$ cat config.mk
export PLATFORM = sky130hd
export DESIGN_NAME = hap_cmp_sequencer
export DESIGN_NICKNAME = d
export VERILOG_FILES = /design/src/rtl/hap_cmp_sequencer.sv
export SDC_FILE = /design/constraint.sdc
export NUM_CORES = 1
export LEC_CHECK = 0
export BUFFER_PORTS_ARGS = -buffer_cell sky130_fd_sc_hd__buf_2
export CAP_MARGIN = 0
export CELL_PAD_IN_SITES_DETAIL_PLACEMENT = 1
export CELL_PAD_IN_SITES_GLOBAL_PLACEMENT = 1
export CORE_UTILIZATION = 45
export CTS_CLUSTER_SIZE = 10
export DETAILED_ROUTE_END_ITERATION = 10
export GPL_TIMING_DRIVEN = 0
export PLACE_DENSITY = 0.84
export SYNTH_ARGS = -nofsm -noshare
export SYNTH_HDL_FRONTEND = slang
export SYNTH_SLANG_ARGS = --single-unit
$ cat constraint.sdc
create_clock -name clk -period 2.9 [get_ports clk]
set_input_delay 0.58 -clock clk [delete_from_list [all_inputs] [get_ports clk]]
set_output_delay 0.58 -clock clk [all_outputs]
set_load 0.02 [all_outputs]
$ cat src/rtl/hap_cmp_sequencer.sv
// rtl/hap_cmp_sequencer.sv - fetch/decode/writeback sequencer around the combinational compare unit
module hap_cmp_sequencer #(
    parameter int ADDR_W = 8,
    parameter int DATA_W = 3,
    parameter int IW     = 16
) (
    input  logic              clk,
    input  logic              rst,
    input  logic              start,
    output logic [ADDR_W-1:0] imem_addr,
    input  logic [IW-1:0]     imem_data,
    output logic [4:0]        OPCODE,
    output logic [DATA_W-1:0] R1,
    output logic [DATA_W-1:0] R2,
    input  logic [DATA_W-1:0] RD,
    input  logic [2:0]        dbg_sel,
    output logic [DATA_W-1:0] dbg_data,
    output logic              busy,
    output logic              halted,
    output logic [7:0]        retired
);

    localparam logic [4:0] OP_NOP  = 5'b00000;
    localparam logic [4:0] OP_LDI  = 5'b00001;
    localparam logic [4:0] OP_LT   = 5'b01011;
    localparam logic [4:0] OP_GT   = 5'b01100;
    localparam logic [4:0] OP_EQ   = 5'b01101;
    localparam logic [4:0] OP_GTE  = 5'b01110;
    localparam logic [4:0] OP_LTE  = 5'b01111;
    localparam logic [4:0] OP_NE   = 5'b10000;
    localparam logic [4:0] OP_HALT = 5'b11111;

    typedef enum logic [2:0] {
        S_IDLE,
        S_FETCH,
        S_DECODE,
        S_EXEC,
        S_WB,
        S_HALTED
    } state_t;

    state_t              state;
    state_t              state_nxt;
    logic [ADDR_W-1:0]   pc;
    logic [IW-1:0]       ir;
    logic [DATA_W-1:0]   regfile [8];
    logic [DATA_W-1:0]   result;

    logic [4:0]          dec_op;
    logic [4:0]          ir_op;
    logic [2:0]          ir_rd;
    logic [2:0]          ir_rs1;
    logic [2:0]          ir_rs2;
    logic [DATA_W-1:0]   imm_ext;
    logic                wr_en;
    logic [DATA_W-1:0]   wr_data;

    function automatic logic is_cmp(input logic [4:0] op);
        case (op)
            OP_LT, OP_GT, OP_EQ, OP_GTE, OP_LTE, OP_NE: is_cmp = 1'b1;
            default:                                    is_cmp = 1'b0;
        endcase
    endfunction

    // Decode happens straight off the memory word; later stages use the latched IR
    assign dec_op = imem_data[15:11];
    assign ir_op  = ir[15:11];
    assign ir_rd  = ir[10:8];
    assign ir_rs1 = ir[7:5];
    assign ir_rs2 = ir[4:2];

    assign imem_addr = pc;
    assign busy      = (state == S_FETCH) || (state == S_DECODE) ||
                       (state == S_EXEC)  || (state == S_WB);
    assign halted    = (state == S_HALTED);
    assign dbg_data  = regfile[dbg_sel];

    // Immediate is IR[2:0], zero-extended or truncated to the register width
    always_comb begin
        imm_ext = '0;
        for (int i = 0; i < DATA_W; i++) begin
            if (i < 3) begin
                imm_ext[i] = ir[i];
            end
        end
    end

    // State register
    always_ff @(posedge clk or posedge rst) begin
        if (rst) begin
            state <= S_IDLE;
        end else begin
            state <= state_nxt;
        end
    end

    // Next-state selection; start only matters when not busy
    always_comb begin
        state_nxt = state;
        case (state)
            S_IDLE:   if (start) state_nxt = S_FETCH;
            S_FETCH:  state_nxt = S_DECODE;
            S_DECODE: begin
                if (dec_op == OP_HALT) begin
                    state_nxt = S_HALTED;
                end else if (is_cmp(dec_op)) begin
                    state_nxt = S_EXEC;
                end else begin
                    state_nxt = S_WB;
                end
            end
            S_EXEC:   state_nxt = S_WB;
            S_WB:     state_nxt = S_FETCH;
            S_HALTED: if (start) state_nxt = S_FETCH;
            default:  state_nxt = S_IDLE;
        endcase
    end

    // Compare-unit drive: idle (all zero) everywhere except EXEC
    always_comb begin
        OPCODE = OP_NOP;
        R1     = '0;
        R2     = '0;
        if (state == S_EXEC) begin
            OPCODE = ir_op;
            R1     = regfile[ir_rs1];
            R2     = regfile[ir_rs2];
        end
    end

    // Writeback source: latched compare result or the LDI immediate; others write nothing
    always_comb begin
        wr_en   = 1'b0;
        wr_data = '0;
        if (ir_op == OP_LDI) begin
            wr_en   = 1'b1;
            wr_data = imm_ext;
        end else if (is_cmp(ir_op)) begin
            wr_en   = 1'b1;
            wr_data = result;
        end
    end

    // PC, IR, result latch and retire counter
    always_ff @(posedge clk or posedge rst) begin
        if (rst) begin
            pc      <= '0;
            ir      <= '0;
            result  <= '0;
            retired <= '0;
        end else begin
            case (state)
                S_IDLE, S_HALTED: begin
                    if (start) begin
                        pc <= '0;
                    end
                end
                S_DECODE: begin
                    ir <= imem_data;
                    pc <= pc + ADDR_W'(1);
                end
                S_EXEC: begin
                    result <= RD;
                end
                S_WB: begin
                    retired <= retired + 8'd1;
                end
                default: ;
            endcase
        end
    end

    // Register file write in WB, after operands were sampled in EXEC
    always_ff @(posedge clk or posedge rst) begin
        if (rst) begin
            for (int i = 0; i < 8; i++) begin
                regfile[i] <= '0;
            end
        end else if ((state == S_WB) && wr_en) begin
            regfile[ir_rd] <= wr_data;
        end
    end

endmodule
==> results of run 1 <==
[worst reg2reg max path, cell delays in order (launching register included)]
cell and delay, ps:
dfrtp_1 440, or3_1 380, buf_2 190, a211oi_4 420
o2111ai_1 320, mux2_1 400
[state kept, by name, summed over array words and instances, names as in the netlist]
signal / count
state: 3
imem_addr: 8
retired: 8
result: 3
ir: 16
regfile: 24
[placed cells by master, fill, tap and decap left out, drive strengths merged, types with 5 or more instances in the layout]
cell | netlist | final
nand3 | 9 | 9
buf | 5 | 61
mux2i | 6 | 6
nand2 | 55 | 55
clkbuf | 9 | 20
dfrtp | 62 | 62
mux2 | 31 | 31
and3 | 8 | 8
mux4 | 18 | 18
inv | 5 | 5
nor2 | 11 | 11
o2111ai | 7 | 7
xnor2 | 7 | 7
o21ai | 13 | 13
[cell type report]
type / count / area [um2] / area share
multi-input combinational: 211 / 1720 / 0.436
sequential: 62 / 1550 / 0.392
timing repair buffer: 56 / 295 / 0.0746
clock buffer: 11 / 141 / 0.0357
tap: 99 / 124 / 0.0313
buffer: 14 / 56.3 / 0.0142
clock inverter: 4 / 47.5 / 0.0120
inverter: 5 / 18.8 / 0.00474
[worst paths after layout]
path	to	startpoint	cells past startpoint	slack, ps
setup / recovery	R2[2]	ir[2]$_DFFE_PP0P_	5	130
hold / removal	retired[0]$_DFFE_PP0P_	rst	2	300
setup reg to reg	regfile[9]$_DFFE_PP0P_	ir[14]$_DFFE_PP0P_	5	630
hold reg to reg	retired[7]$_DFFE_PP0P_	retired[7]$_DFFE_PP0P_	1	480
max in group asynchronous	ir[3]$_DFFE_PP0P_	rst	3	1990
min in group clk	ir[5]$_DFFE_PP0P_	imem_data[5]	3	430
[logic make-up after synthesis]
family                   after synthesis  synth area share
XOR/XNOR                              10            0.0261
AO/OA/AOI/OAI                         39            0.0881
flip-flops                            62             0.463
buffers and inverters                 19            0.0224
multiplexers                          55             0.243
AND/OR/NAND/NOR                      105             0.150
adder cells (fa/ha/maj)                2           0.00747
[metrics by stage]
stage           util  area [um2]  setup TNS (ps)  setup WS, ps  power [mW]
2_1_floorplan      -        3350               0           554        2.28
3_3_place_gp   0.520        3750           -1180         -22.0        2.61
3_5_place_dp   0.523        3770               0           297        2.70
4_1_cts        0.549        3960               0          95.9        3.49
5_1_grt        0.549        3960               0          9.85        3.68
6_report       0.549        3960               0           131        3.46
[power by group through the flow]
stage / Combinational (mW) / Sequential, mW / Clock, mW
floorplan: 0.942 / 1.34 / 0
global placement: 1.27 / 1.34 / 0
detailed placement: 1.34 / 1.36 / 0
CTS: 1.37 / 1.36 / 0.762
global route: 1.49 / 1.40 / 0.792
finish: 1.35 / 1.36 / 0.748
[layer usage]
metal,share of wire,GRT usage
met5,0,0
met4,0.022,0.113
met3,0.041,0.0410
met2,0.51,0.408
met1,0.42,0.320
==> qor.tcl, run 1 <==
set qor(critPathTopFamily) {multiplexers}
set qor(drt_first_iter_violations) 129
set qor(synth.top_cells.by_area) {dfrtp_1, mux4_2, mux2_2}
set qor(post_route_cells_drive_above_1_share) 0.342
set qor(drt_pass1_iterations) 6
set qor(clock_power_share) 0.216
set qor(yosys.area.top_type) {dfrtp_1}
set qor(antenna_violations_before_repair) 0
set qor(clockRootBuffer) {clkbuf_8}
set qor(min-delay-path-class) {in -> async}
set qor(syn-cell-area_um2) 3350
set qor(pwr_density_cell_nw_per_um2) 874
set qor(ios) 57
set qor(most_used_flip_flop_cell_after_synthesis) {dfrtp_1}
set qor(detail_route.drc_violations) 0
set qor(gr-usage-all-layers) 0.247
set qor(place_inst) 447
set qor(area_growth_pct) 18.1
set qor(post-route-period-util) 0.955
set qor(ys_top_cells_by_count) {dfrtp_1, nand2_1, mux2_2}
set qor(yosys_warnings) 0
set qor(gp_congestion) 0.774
set qor(die_w_um) 88.3
set qor(number_of_hold_buffers_added_after_cts) 0
set qor(final-setup-viol-count) 0
set qor(clk_pin_slew_ps) 70
set qor(synthesis.instances) 292
set qor(required_ps) 2320
set qor(netlist-cell-type-count) 41
set qor(final_cells) 462
set qor(worst_hold_margin_ps) 300
set qor(critical-path-slowest-cell) {mux4_2}
set qor(floorplan.initialDensity) 0.464
set qor(route.antenna.remaining_nets) 0
set qor(post-cts-setup-buffer-count) 0
set qor(die_height_um) 88.3
set qor(cp_data_arrival_time_ps) 2190
set qor(status) {complete, no violations}
set qor(combPwrFrac) 0.391
set qor(asyncSetResetFlopFracSynth) 1.00
set qor(clock_period_minus_final_worst_setup_slack_ps) 2770
set qor(cts_tree) {yes}
set qor(core_region_area_um2) 7210
set qor(row_count) 31
set qor(max-slew-margin-rel) 0.549
set qor(setup.worst_path.end_class) {output pin}
set qor(grt_max_degree) 37
set qor(power.net_switching_mw) 1.41
set qor(timing.final.hold_violations) 0
set qor(cap_violations) 0
set qor(fin_skew_ps) 6.18
set qor(crit_fanout) 8
set qor(timing_max_transition_violations_final) 0
set qor(drt-total-wl_um) 8620
set qor(worstSetupStartpointType) {register}
set qor(cts_htree_levels) 3
set qor(worst_ir_drop_vdd_v) 0.000377
set qor(post-synth-top-count-cell) {dfrtp_1}
set qor(power.leakage_nw) 1.90
set qor(synth_edf_count) 0
set qor(achievable-frequency_mhz) 361
set qor(overflow) 0
set qor(num_antenna_cells) 0
set qor(cts_sinks) 62
set qor(numCtsBuffers) 9
set qor(layout.nets) 386
set qor(power_frac_seq) 0.393
set qor(clock_latency_ps) 340
set qor(cp_peak_stage_delay_ps) 590
set qor(postSynthRegisterBits) 62
set qor(swShare) 0.408
set qor(synth_top_area_share) 0.463
set qor(synth_nets) 319
set qor(synth_sequential_area_ratio) 0.463
set qor(place.detailed.hpwl_um) 6230
set qor(placement.io_buffers) 55
set qor(syn_area_cell_um2) 11.5
set qor(route.vias.total) 2608
set qor(first_pass_grt_wire_length_um) 14200
set qor(floorplan.die_area_um2) 7800
set qor(cp_cell_sequence) {clkbuf_1, mux4_2, mux2i_1, nor2_1, buf_2}
set qor(timing.critical_path.buf_inv) 2
set qor(post_drt_via_cell_ratio) 5.65
set qor(ctsResizeCount) 0
set qor(drt-wirelength-per-cell_um) 18.7
set qor(filler_cell_count) 810
set qor(vias_in_the_first_global_route) 2732
set qor(timing.setup.critical_path_class) {reg -> out}
set qor(unrepaired_setup_endpoints_after_global_routing) {false}
set qor(power.internal_mw) 2.05
set qor(worstMarginPinSlew_ps) 676
set qor(clockBufferDepth) 2
(Power assumes the default switching activity.)
==> inputs of run 2 (changes only) <==
--- a/config.mk
+++ b/config.mk
@@ -9,6 +9,7 @@
 export CAP_MARGIN = 0
 export CELL_PAD_IN_SITES_DETAIL_PLACEMENT = 1
 export CELL_PAD_IN_SITES_GLOBAL_PLACEMENT = 1
+export CORE_ASPECT_RATIO = 0.8
 export CORE_UTILIZATION = 45
 export CTS_CLUSTER_SIZE = 10
 export DETAILED_ROUTE_END_ITERATION = 10
==> qor.tcl, run 2 (synthesis results as in run 1) <==
set qor(status) {complete, no violations}
set qor(max-slew-margin-rel) 0.562 ;# +0.0132
set qor(clock_period_minus_final_worst_setup_slack_ps) 2720 ;# -53.8 ps
set qor(clock_latency_ps) 350 ;# about the same
set qor(post_drt_via_cell_ratio) 5.84 ;# +3.4%
set qor(vias_in_the_first_global_route) 2877 ;# +5.3%
set qor(place_area_um2) 3750 ;# -0.40%
set qor(fin_util) 0.559 ;# +0.0104
set qor(ctsResizeCount) 0 ;# unchanged
set qor(crit_fanout) 8 ;# unchanged
set qor(core_region_area_um2) 7030 ;# -2.6%
set qor(placement.io_buffers) 55 ;# unchanged
set qor(timing.critical_path.buf_inv) 2 ;# unchanged
set qor(reg2reg_setup_slack_ps) 570 ;# -60 ps
set qor(numCtsBuffers) 9 ;# unchanged
set qor(layout.nets) 386 ;# unchanged
set qor(number_of_hold_buffers_added_after_cts) 0 ;# unchanged
set qor(drt-total-wl_um) 8920 ;# +3.4%
set qor(post-cts-setup-buffer-count) 0 ;# unchanged
set qor(worstSetupStartpointType) {register}
set qor(pwr_density_cell_nw_per_um2) 871 ;# -0.33%
set qor(power.leakage_nw) 1.90 ;# -0.20%
set qor(drt-wirelength-per-cell_um) 19.9 ;# +6.4%
set qor(cts_sinks) 62 ;# unchanged
set qor(worst_ir_drop_vdd_v) 0.000339 ;# -9.8%
set qor(required_ps) 2320 ;# about the same
set qor(post_route_cells_drive_above_1_share) 0.340 ;# -0.00182
set qor(critPathTopFamily) {multiplexers}
set qor(row_count) 27 ;# -13%
set qor(setup.worst_path.end_class) {output pin}
set qor(finalInstanceArea_um2) 3930 ;# -0.76%
set qor(max_flop_register) {regfile}
set qor(num_antenna_cells) 0 ;# unchanged
set qor(drt_pass1_iterations) 6 ;# unchanged
set qor(clockBufferDepth) 2 ;# unchanged
set qor(layout_common_cells) {dfrtp_1, buf_2, nand2_1}
set qor(cts_tree) {yes}
set qor(largest_register_ffs) 24 ;# unchanged
set qor(timing.final.hold_violations) 0 ;# unchanged
set qor(achievable-frequency_mhz) 368 ;# +2.0%
set qor(worstMarginPinSlew_ps) 656 ;# -19.7 ps
set qor(clk_pin_slew_ps) 60 ;# about the same
set qor(layout_top_registers) {regfile: 24 flops, ir: 16 flops}
set qor(floorplan.initialDensity) 0.477 ;# +0.0124
set qor(first_pass_grt_wire_length_um) 15100 ;# +6.4%
set qor(filler_cell_count) 791 ;# -2.3%
set qor(cp_cell_sequence) {clkbuf_1, mux4_2, mux2i_1, nor2_1, buf_2}
set qor(cp_data_arrival_time_ps) 2140 ;# -50 ps
set qor(cts_htree_levels) 3 ;# unchanged
set qor(route.vias.total) 2620 ;# +0.46%
set qor(route.antenna.remaining_nets) 0 ;# unchanged
set qor(clockRootBuffer) {clkbuf_8}
set qor(commonest_non_fill_non_tap_cell_in_the_layout) {dfrtp_1}
set qor(overflow) 0 ;# unchanged
set qor(post-route-period-util) 0.936 ;# -0.0186
set qor(place.detailed.hpwl_um) 6400 ;# +2.8%
set qor(area_growth_pct) 17.3
set qor(fin_skew_ps) 8.02 ;# +1.84 ps
set qor(gr-usage-all-layers) 0.257 ;# +0.0104
set qor(antenna_violations_before_repair) 0 ;# unchanged
set qor(die_w_um) 98.5 ;# +12%
set qor(die_height_um) 79.2 ;# -10%
set qor(cap_violations) 0 ;# unchanged
set qor(timing.setup.critical_path_class) {reg -> out}
set qor(cp_peak_stage_delay_ps) 590 ;# about the same
set qor(gp_congestion) 0.785 ;# +1.4%
set qor(ios) 57 ;# unchanged
set qor(unrepaired_setup_endpoints_after_global_routing) {false}
set qor(min-delay-path-class) {in -> async}
set qor(grt_max_degree) 37 ;# unchanged
set qor(drt_first_iter_violations) 89 ;# -31%
set qor(critical-path-slowest-cell) {mux4_2}
set qor(detail_route.drc_violations) 0 ;# unchanged
set qor(timing_max_transition_violations_final) 0 ;# unchanged
set qor(floorplan.die_area_um2) 7800 ;# about the same
set qor(final-setup-viol-count) 0 ;# unchanged
-- run 2: cell count changes in the layout (fill, tap and decap cells not counted) --
cell        previous run  this run
clkbuf_8              10        12
bufinv_16              1         0
clkinv_2               2         1
clkinvlp_4             1         0
-- run 2: through the flow --
step	instances	setup slack, ps	setup TNS (ps)	power, mW	hold WS [ps]
6_report	449	185	0	3.42	304
5_1_grt	449	22.3	0	3.65	356
4_1_cts	449	130	0	3.44	317
3_5_place_dp	435	297	0	2.71	473
3_3_place_gp	434	-37.4	-2160	2.61	457
2_1_floorplan	292	554	0	2.28	445
-- run 2: path summary, 6_finish.rpt --
| check | startpoint | endpoint | depth (start not counted) |
|---|---|---|---|
| setup / recovery | ir[2]$_DFFE_PP0P_ | R2[1] | 5 |
| hold / removal | rst | retired[7]$_DFFE_PP0P_ | 2 |
| setup reg to reg | ir[12]$_DFFE_PP0P_ | regfile[13]$_DFFE_PP0P_ | 5 |
| hold reg to reg | retired[7]$_DFFE_PP0P_ | retired[7]$_DFFE_PP0P_ | 1 |
| max in group asynchronous | rst | regfile[0]$_DFFE_PP0P_ | 3 |
| min in group clk | imem_data[9] | ir[9]$_DFFE_PP0P_ | 3 |
-- run 2: layout make-up --
type                            instances  area (um2)  area share
Buffer                                 14        56.3      0.0143
Clock buffer                           13         169      0.0430
Clock inverter                          1        5.00     0.00127
Inverter                                5        18.8     0.00478
Multi-Input combinational cell        211        1720       0.439
Sequential cell                        62        1550       0.395
Tap cell                               87         109      0.0277
Timing Repair Buffer                   56         295      0.0752
-- run 2: power breakdown --
part / switching, mW / internal [mW]
Sequential: 0.259 / 1.10
Clock: 0.326 / 0.370
Combinational: 0.833 / 0.534
Total: 1.42 / 2.00
-- run 2: worst register-to-register path: stages (launching register included) --
cell and delay [ps]:
dfrtp_1 420, or3_1 370, buf_2 190, a211oi_4 420
o2111ai_1 390, mux2_1 430
-- run 2: metal layers --
metal,track usage,vias to the layer above,part of all wire
met5,0,-,0
met4,0.112,0,0.017
met3,0.0616,15,0.054
met2,0.432,77,0.49
met1,0.319,1321,0.43
li1,-,1207,-
==> inputs of run 3 (changes only) <==
--- a/config.mk
+++ b/config.mk
@@ -15,6 +15,7 @@
 export DETAILED_ROUTE_END_ITERATION = 10
 export GPL_TIMING_DRIVEN = 0
 export PLACE_DENSITY = 0.84
+export SETUP_SLACK_MARGIN = 0.2
 export SYNTH_ARGS = -nofsm -noshare
 export SYNTH_HDL_FRONTEND = slang
 export SYNTH_SLANG_ARGS = --single-unit
==> qor.tcl, run 3 (synthesis results as in run 1) <==
set qor(status) {complete, no violations}
set qor(required_ps) 2320 ;# about the same
set qor(filler_cell_count) 792 ;# +0.13%
set qor(worst_ir_drop_vdd_v) 0.000339 ;# about the same
set qor(placement.io_buffers) 55 ;# unchanged
set qor(cp_peak_stage_delay_ps) 570 ;# -20 ps
set qor(clockBufferDepth) 2 ;# unchanged
set qor(layout_top_registers) {regfile: 24 flops, ir: 16 flops}
set qor(cp_data_arrival_time_ps) 2000 ;# -140 ps
set qor(drt_first_iter_violations) 87 ;# -2.2%
set qor(commonest_non_fill_non_tap_cell_in_the_layout) {dfrtp_1}
set qor(busiest_layer) {met2}
set qor(core_region_area_um2) 7030 ;# unchanged
set qor(gp_congestion) 0.785 ;# unchanged
set qor(crit_fanout) 6 ;# -2
set qor(timing_max_transition_violations_final) 0 ;# unchanged
set qor(num_antenna_cells) 0 ;# unchanged
set qor(route.antenna.remaining_nets) 0 ;# unchanged
set qor(route.vias.total) 2644 ;# +0.92%
set qor(critPathLaunch) {dbg_sel[0]}
set qor(die_w_um) 98.5 ;# unchanged
set qor(drt_pass1_iterations) 6 ;# unchanged
set qor(ios) 57 ;# unchanged
set qor(worstReg2RegEnd) {regfile[13]$_DFFE_PP0P_}
set qor(use_met2) 0.432 ;# unchanged
set qor(timing.final.hold_violations) 0 ;# unchanged
set qor(post_drt_via_cell_ratio) 5.89 ;# +0.92%
set qor(floorplan.die_area_um2) 7800 ;# unchanged
set qor(critical_path.reg2reg.startpoint) {state[2]$_DFFE_PP0P_}
set qor(overflow) 0 ;# unchanged
set qor(antenna_violations_before_repair) 0 ;# unchanged
set qor(detail_route.drc_violations) 0 ;# unchanged
set qor(number_of_hold_buffers_added_after_cts) 0 ;# unchanged
set qor(worstMarginPinSlew_ps) 642 ;# -13.4 ps
set qor(count_of_cells_along_the_worst_register_to_register_path) 5 ;# unchanged
set qor(area_growth_pct) 17.4
set qor(worst_setup_path_endpoint) {dbg_data[2]}
set qor(max-slew-margin-rel) 0.571 ;# +0.00894
set qor(grt_util_met3) 0.0616 ;# unchanged
set qor(worst_hold_margin_ps) 308 ;# +3.83 ps
set qor(fin_skew_ps) 8.22 ;# +0.203 ps
set qor(clockRootBuffer) {clkbuf_8}
set qor(layout_common_cells) {dfrtp_1, buf_2, nand2_1}
set qor(vias_in_the_first_global_route) 2880 ;# +0.10%
set qor(cts_htree_levels) 3 ;# unchanged
set qor(unrepaired_setup_endpoints_after_global_routing) {false}
set qor(place.detailed.hpwl_um) 6400 ;# unchanged
set qor(critical-path-slowest-cell) {mux4_2}
set qor(post_route_cells_drive_above_1_share) 0.348 ;# +0.00829
set qor(die_height_um) 79.2 ;# unchanged
set qor(fin_util) 0.560 ;# +0.000712
set qor(clock_latency_ps) 350 ;# about the same
set qor(cp_cell_sequence) {clkbuf_1, mux4_2, mux2_2, buf_2}
set qor(cap_violations) 0 ;# unchanged
set qor(pwr_density_cell_nw_per_um2) 872 ;# +0.12%
set qor(layout.nets) 386 ;# unchanged
set qor(reg2reg_setup_slack_ps) 620 ;# +50 ps
set qor(grt_util_met1) 0.320 ;# +0.000577
set qor(drt-wirelength-per-cell_um) 19.8 ;# -0.10%
set qor(timing.setup.critical_path_class) {in -> out}
set qor(drt-total-wl_um) 8910 ;# -0.10%
set qor(cts_tree) {yes}
set qor(first_pass_grt_wire_length_um) 15100 ;# about the same
set qor(numCtsBuffers) 9 ;# unchanged
set qor(clk_pin_slew_ps) 60 ;# about the same
set qor(power.leakage_nw) 1.91 ;# +0.32%
set qor(final-setup-viol-count) 0 ;# unchanged
set qor(gr-usage-all-layers) 0.257 ;# about the same
set qor(row_count) 27 ;# unchanged
set qor(achievable-frequency_mhz) 387 ;# +5.1%
set qor(worstSetupStartpointType) {input port}
set qor(post-route-period-util) 0.891 ;# -0.0456
set qor(grt_max_degree) 37 ;# unchanged
set qor(setup.worst_path.end_class) {output pin}
set qor(clock_period_minus_final_worst_setup_slack_ps) 2580 ;# -132 ps
set qor(post-cts-setup-buffer-count) 0 ;# unchanged
set qor(min-delay-path-class) {in -> async}
set qor(max_flop_register) {regfile}
set qor(floorplan.initialDensity) 0.477 ;# unchanged
set qor(cts_sinks) 62 ;# unchanged
set qor(largest_register_ffs) 24 ;# unchanged
[run 3: per-layer routing]
| layer | vias up | wire length (um) |
|---|---|---|
| li1 | 1205 | - |
| met1 | 1340 | 3930 |
| met2 | 86 | 4340 |
| met3 | 13 | 498 |
| met4 | 0 | 146 |
| met5 | - | 0 |
[run 3: per-stage QoR]
step / instance area, um2 / std cells / setup WS, ps / total power [mW] / TNS, ps
4_1_cts: 3930 / 449 / 242 / 3.44 / 0
3_3_place_gp: 3730 / 434 / -37.4 / 2.61 / -2160
5_1_grt: 3930 / 449 / 208 / 3.65 / 0
2_1_floorplan: 3350 / 292 / 554 / 2.28 / 0
6_report: 3930 / 449 / 317 / 3.43 / 0
3_5_place_dp: 3750 / 435 / 297 / 2.71 / 0
[run 3: worst min path at each step]
| stage | start | endpoint | cells after the start |
|---|---|---|---|
| after CTS | rst | result[2]$_DFFE_PP0N_ | 2 |
| after detailed placement | imem_addr[7]$_DFFE_PP0P_ | imem_addr[7]$_DFFE_PP0P_ | 1 |
| after global placement | retired[7]$_DFFE_PP0P_ | retired[7]$_DFFE_PP0P_ | 1 |
| final | rst | retired[7]$_DFFE_PP0P_ | 2 |
| after floorplan | ir[0]$_DFFE_PP0P_ | ir[0]$_DFFE_PP0P_ | 2 |
| after global routing | rst | ir[1]$_DFFE_PP0P_ | 2 |
[run 3: layout make-up]
class                      instances  area [um2]  area share
buffer                            14        58.8      0.0149
clock buffer                      13         169      0.0429
clock inverter                     1        5.00     0.00127
inverter                           5        18.8     0.00477
multi-input combinational        211        1730       0.439
sequential                        62        1550       0.394
tap                               87         109      0.0277
timing repair buffer              56         295      0.0751
[run 3: timing repair]
item | CTS | global route
gates resized for setup | 2 | 1
pin swaps | 0 | 0
endpoints found under the setup margin | 6 | 6
[run 3: worst max-delay path, delay by kind of cell]
| family | cells | cell delay (ps) |
|---|---|---|
| buffers and inverters | 2 | 560 |
| multiplexers | 2 | 850 |
[run 3: report_power, final]
part           switching [mW]  leakage [nW]  total (mW)  internal (mW)
clock                   0.325        0.0914       0.694          0.370
combinational           0.837         0.994        1.37          0.538
sequential              0.261         0.820        1.36           1.10
total                    1.42          1.91        3.43           2.01
